[config.mk]
export PLATFORM = sky130hd
export DESIGN_NAME = vga_fb_arbiter_flat
export DESIGN_NICKNAME = d
export VERILOG_FILES = /design/src/rtl/vga_fb_arbiter_if.sv /design/src/rtl/vga_fb_arbiter.sv /design/src/flat_wrapper.sv
export SDC_FILE = /design/constraint.sdc
export NUM_CORES = 1
export LEC_CHECK = 0
export ABC_CLOCK_PERIOD_IN_PS = 3750
export CAP_MARGIN = 25
export CORE_ASPECT_RATIO = 0.8
export CORE_UTILIZATION = 48
export CTS_BUF_LIST = sky130_fd_sc_hd__clkbuf_2 sky130_fd_sc_hd__clkbuf_4 sky130_fd_sc_hd__clkbuf_8
export CTS_CLUSTER_SIZE = 30
export DETAILED_ROUTE_END_ITERATION = 16
export PLACE_DENSITY = 0.82
export SLEW_MARGIN = 20
export SYNTH_ARGS = -nofsm -noshare
export SYNTH_HDL_FRONTEND = slang
export SYNTH_SLANG_ARGS = --single-unit
[constraint.sdc]
create_clock -name clk -period 3.75 [get_ports clk]
set_input_delay 0.75 -clock clk [delete_from_list [all_inputs] [get_ports clk]]
set_output_delay 0.75 -clock clk [all_outputs]
set_load 0.03 [all_outputs]
[src/rtl/vga_fb_arbiter_if.sv]
// Writer handshake plus single-port pixel RAM bus; the arbiter uses the slave view,
// while the writer and RAM side use the master view.
interface vga_fb_arbiter_if #(
  parameter int PA_W = 19,
  parameter int MA_W = 18
);
  logic            wr_valid;
  logic            wr_ready;
  logic [PA_W-1:0] wr_addr;
  logic [7:0]      wr_data;
  logic            wr_drop;
  logic            mem_en;
  logic [1:0]      mem_we;
  logic [MA_W-1:0] mem_addr;
  logic [15:0]     mem_wdata;
  logic [15:0]     mem_rdata;

  modport master (
    output wr_valid, wr_addr, wr_data, mem_rdata,
    input  wr_ready, wr_drop, mem_en, mem_we, mem_addr, mem_wdata
  );

  modport slave (
    input  wr_valid, wr_addr, wr_data, mem_rdata,
    output wr_ready, wr_drop, mem_en, mem_we, mem_addr, mem_wdata
  );
endinterface

[src/rtl/vga_fb_arbiter.sv]
// Time-slices one pixel RAM between scan-out (even active slots) and a single writer; colour and syncs lag the inputs by 3 clk.
// The writer stalls through wr_ready while its one-entry holding register waits for the next non-read slot.
module vga_fb_arbiter #(
  parameter int HBP   = 144,
  parameter int VBP   = 31,
  parameter int H_ACT = 640,
  parameter int V_ACT = 480,
  parameter int PA_W  = 19,
  parameter int MA_W  = 18
) (
  input  logic            clk,
  input  logic            clr,
  input  logic [9:0]      hc,
  input  logic [9:0]      vc,
  input  logic            vidon,
  input  logic            hsync,
  input  logic            vsync,
  output logic            hsync_o,
  output logic            vsync_o,
  output logic [2:0]      red,
  output logic [2:0]      green,
  output logic [1:0]      blue,
  vga_fb_arbiter_if.slave bus
);
  localparam logic [9:0]      HBP_V = 10'(HBP);
  localparam logic [9:0]      VBP_V = 10'(VBP);
  localparam logic [PA_W-1:0] NPIX  = PA_W'(H_ACT * V_ACT);

  typedef enum logic {WAIT_FRAME, RUN} state_t;

  state_t          state, state_nxt;
  logic            frame_start, run_px, rd_slot, commit, accept, in_range;
  logic [MA_W-1:0] rptr, rd_addr;
  logic            hold_full;
  logic [PA_W-1:0] hold_addr;
  logic [7:0]      hold_data;
  logic [2:0]      hs_d, vs_d;
  logic [1:0]      act_d, rd_d;
  logic [15:0]     word;
  logic [7:0]      pix;

  assign frame_start = (hc == HBP_V) && (vc == VBP_V);
  // The frame-start cycle already counts as running so its read slot is not lost.
  assign run_px      = vidon && ((state == RUN) || frame_start);
  assign in_range    = hold_addr < NPIX;
  assign accept      = bus.wr_valid && !hold_full && !clr;

  assign bus.wr_ready  = !hold_full;
  assign bus.mem_wdata = {hold_data, hold_data};

  always_comb begin
    state_nxt    = state;
    rd_addr      = rptr;
    rd_slot      = 1'b0;
    commit       = 1'b0;
    bus.mem_en   = 1'b0;
    bus.mem_we   = 2'b00;
    bus.mem_addr = '0;
    bus.wr_drop  = 1'b0;
    if (frame_start) begin
      state_nxt = RUN;
      rd_addr   = '0;
    end
    rd_slot = !clr && run_px && (hc[0] == HBP_V[0]);
    commit  = !clr && hold_full && !rd_slot;
    if (rd_slot) begin
      bus.mem_en   = 1'b1;
      bus.mem_addr = rd_addr;
    end else if (commit) begin
      if (in_range) begin
        bus.mem_en   = 1'b1;
        bus.mem_we   = hold_addr[0] ? 2'b10 : 2'b01;
        bus.mem_addr = MA_W'(hold_addr >> 1);
      end else begin
        bus.wr_drop = 1'b1;
      end
    end
  end

  always_ff @(posedge clk) begin
    if (clr) begin
      state     <= WAIT_FRAME;
      rptr      <= '0;
      hold_full <= 1'b0;
    end else begin
      state <= state_nxt;
      if (rd_slot)
        rptr <= rd_addr + MA_W'(1);
      if (accept)
        hold_full <= 1'b1;
      else if (commit)
        hold_full <= 1'b0;
    end
  end

  always_ff @(posedge clk) begin
    if (accept) begin
      hold_addr <= bus.wr_addr;
      hold_data <= bus.wr_data;
    end
  end

  // One fetched word feeds two consecutive pixels: low byte at +3, high byte at +4.
  always_ff @(posedge clk) begin
    if (clr) begin
      hs_d  <= '1;
      vs_d  <= '1;
      act_d <= '0;
      rd_d  <= '0;
      word  <= '0;
      pix   <= '0;
    end else begin
      hs_d  <= {hs_d[1:0], hsync};
      vs_d  <= {vs_d[1:0], vsync};
      act_d <= {act_d[0], run_px};
      rd_d  <= {rd_d[0], rd_slot};
      if (rd_d[0])
        word <= bus.mem_rdata;
      pix <= !act_d[1] ? 8'h00 : (rd_d[1] ? word[7:0] : word[15:8]);
    end
  end

  assign hsync_o            = hs_d[2];
  assign vsync_o            = vs_d[2];
  assign {red, green, blue} = pix;
endmodule
[src/flat_wrapper.sv]
// flat-port wrapper written by rule: the top's interface ports become plain ports
module vga_fb_arbiter_flat 
#(
  parameter int HBP   = 144,
  parameter int VBP   = 31,
  parameter int H_ACT = 640,
  parameter int V_ACT = 480,
  parameter int PA_W  = 19,
  parameter int MA_W  = 18
)
  (clk, clr, hc, vc, vidon, hsync, vsync, hsync_o, vsync_o, red, green, blue, bus_wr_valid, bus_wr_addr, bus_wr_data, bus_mem_rdata, bus_wr_ready, bus_wr_drop, bus_mem_en, bus_mem_we, bus_mem_addr, bus_mem_wdata);
  vga_fb_arbiter_if #(.PA_W(PA_W), .MA_W(MA_W)) bus_i ();
  input  logic clk;
  input  logic clr;
  input  logic [9:0] hc;
  input  logic [9:0] vc;
  input  logic vidon;
  input  logic hsync;
  input  logic vsync;
  output logic hsync_o;
  output logic vsync_o;
  output logic [2:0] red;
  output logic [2:0] green;
  output logic [1:0] blue;
  input wire logic [$bits(bus_i.wr_valid)-1:0] bus_wr_valid;
  input wire logic [$bits(bus_i.wr_addr)-1:0] bus_wr_addr;
  input wire logic [$bits(bus_i.wr_data)-1:0] bus_wr_data;
  input wire logic [$bits(bus_i.mem_rdata)-1:0] bus_mem_rdata;
  output wire logic [$bits(bus_i.wr_ready)-1:0] bus_wr_ready;
  output wire logic [$bits(bus_i.wr_drop)-1:0] bus_wr_drop;
  output wire logic [$bits(bus_i.mem_en)-1:0] bus_mem_en;
  output wire logic [$bits(bus_i.mem_we)-1:0] bus_mem_we;
  output wire logic [$bits(bus_i.mem_addr)-1:0] bus_mem_addr;
  output wire logic [$bits(bus_i.mem_wdata)-1:0] bus_mem_wdata;
  assign bus_i.wr_valid = bus_wr_valid;
  assign bus_i.wr_addr = bus_wr_addr;
  assign bus_i.wr_data = bus_wr_data;
  assign bus_i.mem_rdata = bus_mem_rdata;
  assign bus_wr_ready = bus_i.wr_ready;
  assign bus_wr_drop = bus_i.wr_drop;
  assign bus_mem_en = bus_i.mem_en;
  assign bus_mem_we = bus_i.mem_we;
  assign bus_mem_addr = bus_i.mem_addr;
  assign bus_mem_wdata = bus_i.mem_wdata;
  vga_fb_arbiter #(.HBP(HBP), .VBP(VBP), .H_ACT(H_ACT), .V_ACT(V_ACT), .PA_W(PA_W), .MA_W(MA_W)) u_core (.clk(clk), .clr(clr), .hc(hc), .vc(vc), .vidon(vidon), .hsync(hsync), .vsync(vsync), .hsync_o(hsync_o), .vsync_o(vsync_o), .red(red), .green(green), .blue(blue), .bus(bus_i));
endmodule
==> results of run 1 <==
layout by cell type (no fill, tap or decap), drive strengths merged, types with 2 or more instances in the layout:
master / Yosys / layout
nor2: 40 / 40
nor2b: 4 / 4
nand3: 17 / 17
mux2i: 24 / 24
clkinv: 0 / 2
o32ai: 16 / 16
inv: 38 / 42
a21oi: 3 / 3
a21o: 3 / 3
clkdlybuf4s50: 0 / 95
a211o: 3 / 3
nand2b: 4 / 4
edfxtp: 27 / 27
and4: 2 / 2
nand4: 9 / 9
nand4b: 3 / 3
o22ai: 3 / 3
dfxtp: 54 / 54
a211oi: 4 / 4
clkbuf: 25 / 9
o211ai: 5 / 5
nand2: 18 / 18
nor3: 7 / 7
dlymetal6s2s: 0 / 3
nor3b: 2 / 2
or2: 6 / 6
nor4b: 2 / 2
nor4: 7 / 7
or4: 9 / 9
o311ai: 7 / 7
o21ai: 6 / 6
buf: 13 / 38
o2111ai: 12 / 12
and3: 4 / 4
where the power goes:
| part | internal [mW] | total (mW) | switching (mW) | leakage, nW |
|---|---|---|---|---|
| registers | 0.929 | 0.941 | 0.0126 | 0.688 |
| clock network | 0.328 | 0.706 | 0.378 | 0.111 |
| logic | 0.0992 | 0.182 | 0.0832 | 1.11 |
| total | 1.36 | 1.83 | 0.474 | 1.91 |
per-layer routing:
metal / vias to the layer above / track usage, % / wire, microns
li1: 1654 / - / -
met1: 1644 / 34.8 / 4420
met2: 193 / 38.6 / 4760
met3: 17 / 6.21 / 864
met4: 0 / 7.97 / 190
met5: - / 0 / 0
synthesized netlist by cell type, types with 5 or more instances:
library cell / number / area share [%]
dfxtp_1: 54 / 28
nor2_1: 40 / 3.9
inv_1: 37 / 3.7
edfxtp_1: 27 / 21
clkbuf_1: 25 / 2.5
mux2i_1: 24 / 6.3
nand2_1: 18 / 1.8
nand3_1: 17 / 2.2
o32ai_1: 16 / 3.7
o2111ai_1: 12 / 2.8
nand4_1: 9 / 1.5
buf_4: 8 / 1.6
or4_1: 8 / 1.6
nor3_1: 7 / 0.92
o311ai_0: 7 / 1.6
nor4_1: 6 / 0.99
o21ai_0: 6 / 0.79
or2_2: 6 / 0.99
o211ai_1: 5 / 0.99
logic make-up (layout without fill, tap and decap cells):
family | Yosys count | in the layout | share of synthesized area, %
AO/OA/AOI/OAI | 71 | 71 | 15.0
adder cells (fa/ha/maj) | 1 | 1 | 0.329
buffers and inverters | 76 | 190 | 8.68
flip-flops | 81 | 81 | 49.7
multiplexers | 25 | 25 | 6.61
AND/OR/NAND/NOR | 138 | 138 | 19.6
stage by stage:
stage / setup slack (ns) / instance area [sq um] / instances
5_1_grt: 0.0538 / 5250 / 611
4_1_cts: 0.0668 / 5240 / 611
2_1_floorplan: 0.524 / 3800 / 392
3_3_place_gp: 0.0796 / 5020 / 595
6_report: 0.164 / 5250 / 611
3_5_place_dp: 0.0753 / 5020 / 595
sequential cells by signal, indices dropped and copies added, names as in the netlist:
signal and flops:
u_core.hold_full 1, u_core.state 1, u_core.act_d 2, u_core.hold_data 8
u_core.word 16, u_core.vs_d 3, u_core.rd_d 2, u_core.pix 8
u_core.hold_addr 19, u_core.hs_d 3, u_core.rptr 18
final cells by class:
class | count | area, sq um
Clock buffer | 9 | 124
Clock inverter | 7 | 95.1
Fill cell | 546 | 2280
Inverter | 38 | 143
Multi-Input combinational cell | 235 | 1590
Sequential cell | 81 | 1890
Tap cell | 105 | 131
Timing Repair Buffer | 136 | 1280
final timing paths:
| kind | from | end | slack, ns | depth (start not counted) |
|---|---|---|---|---|
| setup / recovery | vc[2] | bus_mem_addr[17] | 0.16 | 8 |
| hold / removal | u_core.hs_d[1] | u_core.hs_d[2] | 0.43 | 1 |
| setup reg to reg | u_core.rptr[0] | u_core.rptr[16] | 1.52 | 8 |
| hold reg to reg | u_core.hs_d[1] | u_core.hs_d[2] | 0.43 | 1 |
repair_timing:
| item | CTS | global route |
|---|---|---|
| resized for setup | 0 | 4 |
| setup endpoints to repair | 0 | 4 |
| setup buffers | 0 | 0 |
worst max-delay path: cells and delay by family:
kind | cells | cell delay (ns)
simple gates | 2 | 0.61
buf+inv | 4 | 0.99
compound gates | 2 | 0.48
==> flow_summary.json, run 1 <==
{
  "status": "finished, final reports clean",
  "port_buffers": 117,
  "syn_to_final_growth_pct": 38.0,
  "drv_slew": 0,
  "cts.sinks": 81,
  "final_core_util_pct": 69.7,
  "die-width_microns": 102,
  "setup_viol_count_final": 0,
  "h-tree-depth": 3,
  "clock_latency_ns": 0.37,
  "power_leakage_nw": 1.91,
  "max_slew.worst_pin.slew_ns": 0.949,
  "grt_start_max_net_pins": 31,
  "cpMaxStageDelayCell": "clkdlybuf4s50_1",
  "async_reset_ff_share_pct": 0,
  "cts_buffers": 9,
  "avgSynthCellArea_sq_um": 9.70,
  "wirelength_microns": 10200,
  "ys_ff_latch": 81,
  "synth_ff_type": "dfxtp_1",
  "drc": 0,
  "max-slew-margin-rel_pct": 36.6,
  "cp-end-kind": "primary output",
  "drtIter0Drc": 251,
  "gp_congestion": 0.806,
  "clk_transition_reported_paths_ns": 0.10,
  "synth_cells": 392,
  "p_per_area_nw_per_um2": 349,
  "yosysWarnings": 0,
  "die_area_sq_um": 8290,
  "worst_ir_drop_vdd_mv": 0.299,
  "num_antenna_cells": 0,
  "synthDistinctLibCells": 51,
  "synth_edf_count": 27,
  "cts-hold-fix-buffers": 0,
  "hold_path_class": "flip-flop to flip-flop",
  "finalCriticalPeriod_ns": 3.59,
  "core-area_sq_um": 7530,
  "start_kind": "primary input",
  "critical_path_class": "primary input to primary output",
  "worstPathMaxFanout": 21,
  "hpwl_microns": 7280,
  "nets": 571,
  "grt_pass1_vias": 3198,
  "clockBufferDepth": 2,
  "root_buffer": "clkbuf_8",
  "via_per_inst": 5.74,
  "max_stage_delay_ns": 0.49,
  "initial_core_util_pct": 50.5,
  "grt_pass1_wl_microns": 15700,
  "rsz0062_at_grt": "false",
  "ios": 118,
  "fin_hold_ws_ns": 0.428,
  "drtPass1Iterations": 7,
  "max_freq_ghz": 0.279,
  "finalCritPeriodShare_pct": 95.6,
  "track_usage_pct": 25.1,
  "cap_violations": 0,
  "num_vias": 3508,
  "fin_worst_skew_ns": 0.00899,
  "p_total_mw": 1.83,
  "cts_tree": "built",
  "antenna_found_initial": 0,
  "grt_overflow": 0,
  "syn_nets": 462,
  "crit_chain": "clkdlybuf4s50_1 > nand4b_1 > or4_1 > o31a_1 > inv_2 > buf_6 > o32ai_1 > buf_4",
  "setup_tns_ns": 0,
  "avgRoutedWirePerCell_microns": 16.7,
  "arrival_ns": 2.84,
  "drive_above_1_share_pct": 13.2,
  "rows": 28,
  "dieHeight_microns": 81.6,
  "hold_viol_final": 0,
  "yosysSeqAreaShare_pct": 49.7,
  "cp.required_ns": 3.00,
  "drt.antenna.violating_nets": 0,
  "syn_area_sq_um": 3800
}
(Power assumes the default switching activity.)
==> inputs of run 2 (changes only) <==
- SKIP_CTS_REPAIR_TIMING: not set -> 1
==> results of run 2 <==
The final DEF is identical to that of run 1; final timing and power are the same.
==> inputs of run 3 (changes only) <==
- TNS_END_PERCENT: not set -> 30
==> results of run 3 <==
The final DEF is identical to that of run 1; final timing and power are the same.
